`src/rtl/maxnet_plu_controller.sv`:
```
// maxnet_plu_controller: sequences four PLU lanes through Maxnet iterations
// (load, multiply, add, ReLU, convergence check) until one lane survives or the limit hits.
`default_nettype none

module maxnet_plu_controller #(
  parameter int DATA_W   = 32,
  parameter int MAX_ITER = 16,
  parameter int ITER_W   = 5
) (
  input  logic              clk,
  input  logic              rst,
  input  logic              start,
  input  logic [DATA_W-1:0] plu_out0,
  input  logic [DATA_W-1:0] plu_out1,
  input  logic [DATA_W-1:0] plu_out2,
  input  logic [DATA_W-1:0] plu_out3,
  output logic              w_we,
  output logic              a_we,
  output logic              a_sel,
  output logic              r1_we,
  output logic              r2_we,
  output logic              r3_we,
  output logic              busy,
  output logic              done,
  output logic              converged,
  output logic [1:0]        winner,
  output logic [ITER_W-1:0] iter_count
);

  typedef enum logic [2:0] {
    IDLE  = 3'd0,
    LOAD  = 3'd1,
    FEED  = 3'd2,
    MUL   = 3'd3,
    ADD   = 3'd4,
    RELU  = 3'd5,
    CHECK = 3'd6,
    DONE  = 3'd7
  } state_t;

  state_t     state;
  state_t     nxt;
  logic [3:0] nz;
  logic [2:0] pop;
  logic [1:0] idx;
  logic       last_iter;

  always_comb begin
    nz  = {|plu_out3, |plu_out2, |plu_out1, |plu_out0};
    pop = {2'b00, nz[0]} + {2'b00, nz[1]} + {2'b00, nz[2]} + {2'b00, nz[3]};
    // Only meaningful when at most one lane is nonzero
    case (nz)
      4'b0010: idx = 2'd1;
      4'b0100: idx = 2'd2;
      4'b1000: idx = 2'd3;
      default: idx = 2'd0;
    endcase
    last_iter = (iter_count + ITER_W'(1)) == ITER_W'(MAX_ITER);
  end

  always_comb begin
    nxt = state;
    case (state)
      IDLE:    nxt = start ? LOAD : IDLE;
      LOAD:    nxt = MUL;
      FEED:    nxt = MUL;
      MUL:     nxt = ADD;
      ADD:     nxt = RELU;
      RELU:    nxt = CHECK;
      CHECK:   nxt = ((pop <= 3'd1) || last_iter) ? DONE : FEED;
      DONE:    nxt = IDLE;
      default: nxt = IDLE;
    endcase
  end

  // Outputs are registered from the next state so they line up with the state register
  always_ff @(posedge clk or posedge rst) begin
    if (rst) begin
      state      <= IDLE;
      w_we       <= 1'b0;
      a_we       <= 1'b0;
      a_sel      <= 1'b0;
      r1_we      <= 1'b0;
      r2_we      <= 1'b0;
      r3_we      <= 1'b0;
      busy       <= 1'b0;
      done       <= 1'b0;
      converged  <= 1'b0;
      winner     <= 2'd0;
      iter_count <= '0;
    end else begin
      state <= nxt;
      w_we  <= (nxt == LOAD);
      a_we  <= (nxt == LOAD) || (nxt == FEED);
      a_sel <= (nxt == LOAD);
      r1_we <= (nxt == MUL);
      r2_we <= (nxt == ADD);
      r3_we <= (nxt == RELU);
      busy  <= (nxt != IDLE);
      done  <= (nxt == DONE);

      if (state == IDLE && start) begin
        iter_count <= '0;
        converged  <= 1'b0;
        winner     <= 2'd0;
      end else if (state == CHECK) begin
        iter_count <= iter_count + ITER_W'(1);
        if (pop <= 3'd1) begin
          converged <= 1'b1;
          winner    <= idx;
        end else if (last_iter) begin
          converged <= 1'b0;
          winner    <= 2'd0;
        end
      end
    end
  end

endmodule

`default_nettype wire

```
`config.mk`:
```
export PLATFORM = sky130hd
export DESIGN_NAME = maxnet_plu_controller
export DESIGN_NICKNAME = d
export VERILOG_FILES = /design/src/rtl/maxnet_plu_controller.sv
export SDC_FILE = /design/constraint.sdc
export NUM_CORES = 1
export LEC_CHECK = 0
export ABC_AREA = 1
export BUFFER_PORTS_ARGS = -buffer_cell sky130_fd_sc_hd__buf_2
export CORE_UTILIZATION = 33
export DETAILED_ROUTE_END_ITERATION = 10
export PLACE_DENSITY = 0.86
export RECOVER_POWER = 25
export SLEW_MARGIN = 20
export SYNTH_ARGS = -nofsm -noshare
export SYNTH_HDL_FRONTEND = slang
export SYNTH_SLANG_ARGS = --single-unit
export TNS_END_PERCENT = 30
```
`constraint.sdc`:
```
create_clock -name clk -period 1.8 [get_ports clk]
set_input_delay 0.09 -clock clk [delete_from_list [all_inputs] [get_ports clk]]
set_output_delay 0.09 -clock clk [all_outputs]
set_load 0.1 [all_outputs]
```
Word level (Yosys, flattened, before mapping):

Cells that the tools add are included.

* memory bits (read-only): 0
* latch bits: 0
* bits in writable memories: 0
* output and inout bits: 16
* bits of input ports: 131
* memories: 0
* flip-flop bits (word level): 18

* $add $sub $neg: 4
* reductions and logical operators: 13
* divide/modulo/power cells: 0
* muxes and demuxes: 14
* magnitude comparators: 1
* shifts and indexed selects: 0
* equal/unequal tests: 17
* bitwise logic cells: 0
* multipliers: 0

Operators with widths (number)
* $reduce_or 32->1: 4
* $eq 3x3->1 const B: 7
* $pmux 3 s7: 1
* $eq 3x2->1 const B: 4
* $mux 5: 2
* $mux 2: 4
* $eq 3x1->1 const B: 2
* $pmux 2 s3: 1
* $reduce_bool 3->1: 2
* $add 5x1->5 const B: 1
* $eq 5x5->1 const B: 1
* $mux 1: 5
* $eq 4x2->1 const B: 1
* $eq 4x3->1 const B: 1
* $eq 4x4->1 const B: 1
* $add 2x1->3: 1
* $add 3x1->3: 1
* $le 3x1->1 const B: 1
* $logic_not 3->1: 1
* $mux 3: 1
* $add 1x1->2: 1
* $logic_or 1x1->1: 2
* $reduce_and 2->1: 1
* $reduce_bool 2->1: 1
* 2 further kinds: 2

Longest topological paths before layout:

Gate-level depths: netlist (run 1).

* depth in word-level cells: 10
* depth in mapped cells: 12

Worst setup path after synthesis (run 1):

Ideal clock, no wire load.

* path kind: register -> register
* from: register iter_count[0]
* to: register busy
* cell stages (with the launch flop): 11
* setup time: 0.119 ns
* clock period less this slack: 2.195 ns
* arrival: 2.076 ns
* path buffers: 0
* slack: -0.395 ns
* path through: dfrtp_1 -> ha_1 -> nand3_1 -> nor2_2 -> nor2_8 -> nand4_4 -> nand3_2 -> nand2_2 -> nand2_2 -> nor2_2 -> nand2_1

* word-level cells in the longest chain between the ends: 6

Ends and longest elaborated chain
* from (decl): RTL line 27 `output logic [ITER_W-1:0] iter_count`
* from (signal assigned): RTL line 107 `iter_count <= iter_count + ITER_W'(1);`
* $add 5x1->5: RTL line 58 `last_iter = (iter_count + ITER_W'(1)) == ITER_W'(MAX_ITER);`
* $eq 5x5->1: RTL line 58
* $logic_or 1x1->1: RTL line 70 `CHECK: nxt = ((pop <= 3'd1) || last_iter) ? DONE : FEED;`
* $mux 3: RTL line 70
* $pmux 3 s7: RTL line 63 `case (state)`
* net nxt[0]: RTL line 42 `state_t nxt;`
* $reduce_bool 3->1: RTL line 99 `busy <= (nxt != IDLE);`
* to (signal assigned): RTL line 99
* to (decl): RTL line 23 `output logic busy,`

The timed path passes the listed nets, and every way through them passes these cells.
A chain may end at the register's enable or synchronous reset.

Worst setup path after layout (run 1):

* from: input port plu_out1[13]
* to: register busy

* word-level cells in the longest chain between the ends: 9

Ends and longest elaborated chain
* from (decl): RTL line 14 `input logic [DATA_W-1:0] plu_out1,`
* $reduce_or 32->1: RTL line 49 `nz = {|plu_out3, |plu_out2, |plu_out1, |plu_out0};`
* $add 1x1->2: RTL line 50 `pop = {2'b00, nz[0]} + {2'b00, nz[1]} + {2'b00, nz[2]} + {2'b00, nz[3]};`
* $add 2x1->3: RTL line 50
* $add 3x1->3: RTL line 50
* $le 3x1->1: RTL line 70
* $logic_or 1x1->1: RTL line 70
* $mux 3: RTL line 70
* $pmux 3 s7: RTL line 63
* net nxt[0]: RTL line 42
* $reduce_bool 3->1: RTL line 99

The timed path passes the listed nets, and every way through them passes these cells.

==> results of run 1 <==
kinds of logic after synthesis:
family                     Yosys count  share of synthesized area, %
adders and majority gates            5                          5.38
xor gates and xnor gates             2                          1.35
and+or+nand+nor                    129                          49.6
AOI/OAI and AO/OA                   10                          4.03
buffers and inverters               16                          5.09
DFF                                 18                          34.6
power breakdown:
| group | switching, mW | total (mW) | internal (mW) |
|---|---|---|---|
| registers | 0 | 0.404 | 0.404 |
| logic | 0.0822 | 0.209 | 0.127 |
| clock network | 0.139 | 0.333 | 0.194 |
| total | 0.221 | 0.946 | 0.725 |
registers in the layout, summed over array words and instances (netlist names):
register,flops
iter_count,5
converged,1
r2_we,1
state,3
winner,2
a_we,1
a_sel,1
r1_we,1
busy,1
done,1
r3_we,1
synthesized netlist by cell type:
cell type	n	area (µm²)
nor2_1	48	180
nand2_1	39	146
dfrtp_1	18	450
nor4_1	16	100
inv_1	14	52.6
nand4_1	6	37.5
nor2_2	6	37.5
o21ai_0	6	30.0
ha_1	4	50.1
nand2_2	4	25.0
nand3_1	4	20.0
nand3_2	2	20.0
nor2_8	2	40.0
o21ai_1	2	10.0
xor2_1	2	17.5
a21boi_0	1	7.51
a21oi_1	1	5.00
buf_4	1	7.51
fa_1	1	20.0
inv_4	1	6.26
nand3_4	1	17.5
nand4_4	1	21.3
critical path, delay by kind of cell:
family	cells	cell delay, ps
compound gates	1	70
fa+ha+maj	1	490
buf+inv	2	160
simple gates	9	1060
timing repair:
action / 4_1_cts / 5_1_grt
hold buffers: 1 / 0
hold endpoints to repair: 18 / 0
buffers inserted: 0 / 0
cloned: 0 / 0
pin swaps: 0 / 6
endpoints found under the setup margin: 1 / 7
resized for setup: 1 / 21
final timing paths:
check / cells past startpoint / startpoint / endpoint / slack, ps
setup / recovery: 13 / plu_out1[13] / busy / 70
hold / removal: 3 / start / a_we / 180
setup reg to reg: 9 / iter_count[0] / busy / 110
hold reg to reg: 2 / converged / converged / 500
max in group asynchronous: 3 / rst / iter_count[1] / 820
min in group asynchronous: 3 / rst / iter_count[0] / 480
final cells by class:
class                      instances  share of cell area (%)
tap                               48                    2.56
timing repair buffer             151                    34.1
clock buffer                       4                    2.34
inverter                          15                    2.50
sequential                        18                    19.6
multi-input combinational        146                    38.8
stage by stage:
| stage | cell area [µm²] | power, mW | worst slack, ps | setup TNS, ps | hold WS, ps |
|---|---|---|---|---|---|
| final | 2350 | 0.946 | 73.7 | 0 | 180 |
| after global routing | 2350 | 0.984 | -104 | -290 | 203 |
| after CTS | 2220 | 0.922 | 21.5 | 0 | 176 |
| after detailed placement | 2150 | 0.593 | -275 | -1620 | 215 |
| after global placement | 2150 | 0.589 | -235 | -1360 | 205 |
| after floorplan | 1340 | 0.446 | 3.98 | 0 | 28.4 |
routing by layer:
layer	global-route usage [%]	vias to the layer above	wire (µm)
met3	4.40	10	270
met1	22.2	773	1700
li1	-	898	-
met5	0	-	0
met4	10.0	0	85
met2	41.7	78	2350
==> results.md, run 1 <==
* Outcome: finished, final reports clean
* DRC at 0
* RD Place Congestion at 0.828
* Footprint of the multi-input gates at 912 µm²
* Top achievable clock speed at 0.579 GHz
* Clk slew on worst S/H paths at 70 ps
* Non-filler instance count after layout at around 380
* Crit path DAT at around 1900 ps
* GR Overflow Total at 0
* Sequential area share after synthesis at about 35%
* Number of setup violations in the final report at 0
* CTS sink cnt at 18
* CP endpoint kind: flip-flop
* Mean Syn Cell Area at 7.24 µm²
* I/O pin count at 147
* HPWL Detailed at 3.73 mm
* Port bufs at 146
* Max_cap viols at 0
* Initial core utilization at 35.1%
* Largest net degree at the start of global routing at 19
* CTS tree: yes
* Share of cells above drive strength 1 at 56.6%
* Least-Margin Pin Slew at between 600 and 700 ps
* Commonest non-fill, non-tap cell in the layout: buf_2
* Max IR drop VDD at 0.000215 V
* DRT antenna net count at 0
* Cell area after synthesis at 0.00130 mm²
* # diodes at 0
* Fin. Hold Viols at 0
* First-pass GRT wire length at 7.15 mm
* Die width at 64.8 µm
* Layout area overhead at 80.4%
* Relative slew slack at 54.3%
* Startpoint Class: input pin
* Hold Path Class: in -> reg
* Initial antenna violation count at 0
* Vias in the first global route at 1781
* Post-route clock skew at approximately 4.3 ps
* CTS H-tree depth at 1
* Max Transition Viols Final at 0
* Pre-antenna DRT Iters at 4
* Post-synth cell types at 22
* Filler instances at about 320
* Clock buffer depth at 2
* Initial detailed-routing violation count at 80
* Period Utilization, post-route at 95.9%
* CP max stage cell: fa_1
* Cell count after synthesis at 180
* Vias at 1759
* Drt wl/cell at 11.5 µm
* Crit-path max FO at 3
* GRT Util Overall at 21.8%
* Die area at 0.00420 mm²
* Total Wirelength at 4.40 mm
* Required time worst endpoint at 1940 ps
* CTS buffer count at 3
* FF+latch area at 462 µm²
* Final Core Density at between 60 and 70%
* Placed cells at between 300 and 400
* Die height at 64.8 µm
* PwrDens at 403 mW/mm²
* Syn_nets at 316
* Commonest non-fill, non-tap cells in the layout: buf_2 (141), nor2_1 (46), nand2_1 (39)
* Synth Register Bits at 18
* Tmin final at about 1700 ps
* Root buf cell: clkbuf_8
* LEAKAGE at 1.28 nW
* RSZ-0062 raised after global routing: yes
* Crit path cell chain: buf_2 -> nor4_2 -> nand4_1 -> nor2_2 -> inv_2 -> fa_1 -> o21ai_1 -> nand3_2 -> nand3_2 -> nand2_2 -> nand2_2 -> nor2_2 -> nand2_1
* Number of vias per cell at 4.60
* CP Class: in -> reg
* Synthesis Warnings at 0
* Layout Nets at 471
* CORE AREA at 0.00372 mm²
* Critical Path Max Stage Delay at between 400 and 500 ps
* Worst-Skew Late Latency at 260 ps
* Row cnt at 22
Note: power is estimated with default switching activity, not from simulation.
==> run 2: changes to the inputs <==
--- a/config.mk
+++ b/config.mk
@@ -5,11 +5,11 @@
 export SDC_FILE = /design/constraint.sdc
 export NUM_CORES = 1
 export LEC_CHECK = 0
-export ABC_AREA = 1
+export ABC_AREA = 0
 export BUFFER_PORTS_ARGS = -buffer_cell sky130_fd_sc_hd__buf_2
 export CORE_UTILIZATION = 33
 export DETAILED_ROUTE_END_ITERATION = 10
-export PLACE_DENSITY = 0.86
+export PLACE_DENSITY = 0.88
 export RECOVER_POWER = 25
 export SLEW_MARGIN = 20
 export SYNTH_ARGS = -nofsm -noshare
==> results.md, run 2 <==
* HPWL Detailed at 3.65 mm
* Area leader, netlist: dfrtp_1
* Largest net degree at the start of global routing at 19
* Die width at 62.8 µm
* First-pass GRT wire length at 7.43 mm
* Final worst slack at 13.2 ps
* Non-filler instance count after layout at 347
* Synthesis Warnings at 0
* Largest Register: iter_count
* Row cnt at 21
* Final Core Density at 74.5%
* Initial detailed-routing violation count at 49
* Root buf cell: clkbuf_8
* CTS tree: yes
* Initial core utilization at between 30 and 40%
* Number of setup violations in the final report at 0
* Startpoint Class: input pin
* Commonest non-fill, non-tap cells in the layout: buf_2 (133), buf_4 (21), dfrtp_1 (13)
* GRT Util Overall at 23.6%
* Filler instances at 255
* Worst-Skew Late Latency at 250 ps
* Mean Syn Cell Area at 9.16 µm²
* Number of vias per cell at 5.07
* Crit path from: plu_out3[6]
* Top Family by Delay on Critical Path: simple AND/OR/NAND/NOR gates
* CP max stage cell: fa_2
* Crit path DAT at around 1900 ps
* Least-Margin Pin Slew at 1160 ps
* CP Class: in -> reg
* CTS H-tree depth at 1
* # diodes at 0
* Drt wl/cell at between 10 and 15 µm
* CP endpoint kind: flip-flop
* Commonest non-fill, non-tap cell in the layout: buf_2
* Hold path start: start
* Power Total at 2.37 mW
* Period Utilization, post-route at 99.3%
* RD Place Congestion at 0.810
* Post-synth EDFFs at 0
* Hold slack at 120 ps
* Top_reg_cell synth: dfrtp_1
* Top achievable clock speed at 0.560 GHz
* I/O pin count at ~150
* Synth Register Bits at 18
* Hold path depth at 3
* Port bufs at ~150
* Cell area after synthesis at around 0.0012 mm²
* Buffers & Inverters on Critical Path at 3
* Fin. Hold Viols at 0
* CORE AREA at roughly 0.0034 mm²
* Post-route clock skew at 2.02 ps
* Post-synth cell types at 37
* RSZ-0062 raised after global routing: yes
* Outcome: finished, final reports clean
* Cell count after synthesis at 133
* Synth top cells by count: nor4_1 (33), dfrtp_1 (18), nand4_1 (8), nor2_1 (8), nand2_1 (7)
* Max reg flops at 5
* Top Registers: iter_count: 5 flops, state: 3 flops, winner: 2 flops
* Pre-antenna DRT Iters at 4
* DP Area at 0.00214 mm²
* Hold Path Class: in -> reg
* WP depth at 9
* Yosys top cell area share at 37.0%
* Die area at 0.00394 mm²
* DRT antenna net count at 0
* Max Transition Viols Final at 0
* Max IR drop VDD at about 0.00042 V
* Clock buffer depth at 2
* Relative slew slack at 23.2%
* Design Area, Final at 0.00256 mm²
* R2r worst-path depth at 6
* Tmin final at 1790 ps
* Share of cells above drive strength 1 at 70.8%
* Layout area overhead at 110%
* CTS sink cnt at 18
* Clk slew on worst S/H paths at 70 ps
* Initial antenna violation count at 0
* CTS buffer count at 3
* Layout Nets at roughly 440
* Total Wirelength at 4.96 mm
* Required time worst endpoint at 1930 ps
* Placed cells at ~330
* Crit-path max FO at 2
* LEAKAGE at ~1.2 nW
* Sequential area share after synthesis at 37.0%
* Vias in the first global route at 1837
* Largest cells by area after synthesis: dfrtp_1 (37%), nor4_1 (17%), ha_1 (4.1%)
* Max_cap viols at 0
* DRC at 0
* Reg-to-Reg Start: iter_count[0]
* Die height at 62.8 µm
* Setup tns final at 0 ps
* Top-count cell post-synth: nor4_1
* Syn_nets at 269
* Dpl ws at -370 ps
* PwrDens at approximately 930 mW/mm²
* GR Overflow Total at 0
* Crit path cell chain: buf_2 -> nor4_2 -> nand4_1 -> nor2_2 -> inv_2 -> fa_2 -> buf_4 -> nor4b_1 -> or3_1
* Critical Path Max Stage Delay at 580 ps
* Post-synthesis async set-or-reset flop share at 100%
* Vias at between 1500 and 2000
==> run 2: cell families (layout without fill, tap and decap cells) <==
kind of cell | after synthesis | count (layout) | synth area share, %
AO/OA/AOI/OAI | 16 | 16 | 8.42
XOR/XNOR | 2 | 2 | 1.44
adder cells (fa/ha/maj) | 6 | 6 | 6.57
buffers and inverters | 11 | 179 | 5.54
flip-flops | 18 | 18 | 37.0
multiplexers | 1 | 1 | 0.924
AND/OR/NAND/NOR | 79 | 79 | 40.1
==> run 2: power breakdown <==
group	switching, mW	total [mW]	internal [mW]
registers	0.0786	0.614	0.535
logic	1.02	1.43	0.403
clock network	0.137	0.331	0.194
==> run 2: final timing paths <==
path                                       to  slack [ps]
worst min-delay path                 state[0]         120
worst max-delay path                winner[1]          10
worst max register to register      winner[1]          90
min in group asynchronous            state[1]         480
worst min register to register  iter_count[4]         500
max in group asynchronous       iter_count[1]         810
==> run 2: what timing repair did <==
| action | in CTS | in global routing |
|---|---|---|
| setup endpoints to repair | 5 | 7 |
| pin swaps | 7 | 22 |
| resized for setup | 14 | 35 |
| hold buffers | 1 | 0 |
| hold endpoints to repair | 18 | 0 |
| setup buffers | 8 | 1 |
==> run 2: layout make-up <==
| class | instances | area [µm²] | area share, % |
|---|---|---|---|
| clock buffers | 4 | 55.1 | 2.15 |
| multi-input cells | 104 | 991 | 38.7 |
| repair buffers | 169 | 976 | 38.1 |
| inverters | 6 | 22.5 | 0.878 |
| well taps | 46 | 57.6 | 2.24 |
| flip-flops and latches | 18 | 462 | 18.0 |
==> run 2: tightest hold or removal path, delay by kind of cell <==
kind / cells / cell delay, ps
AND/OR/NAND/NOR: 1 / 50
buffers and inverters: 1 / 90
AO/OA/AOI/OAI: 1 / 110
==> run 2: metal layers <==
| metal | share of wire, % | GRT usage, % | vias to the layer above |
|---|---|---|---|
| met1 | 37 | 25.8 | 794 |
| met2 | 53 | 44.2 | 94 |
| li1 | - | - | 856 |
| met4 | 3.3 | 9.01 | 0 |
| met3 | 6.0 | 4.74 | 16 |
| met5 | 0 | 0 | - |
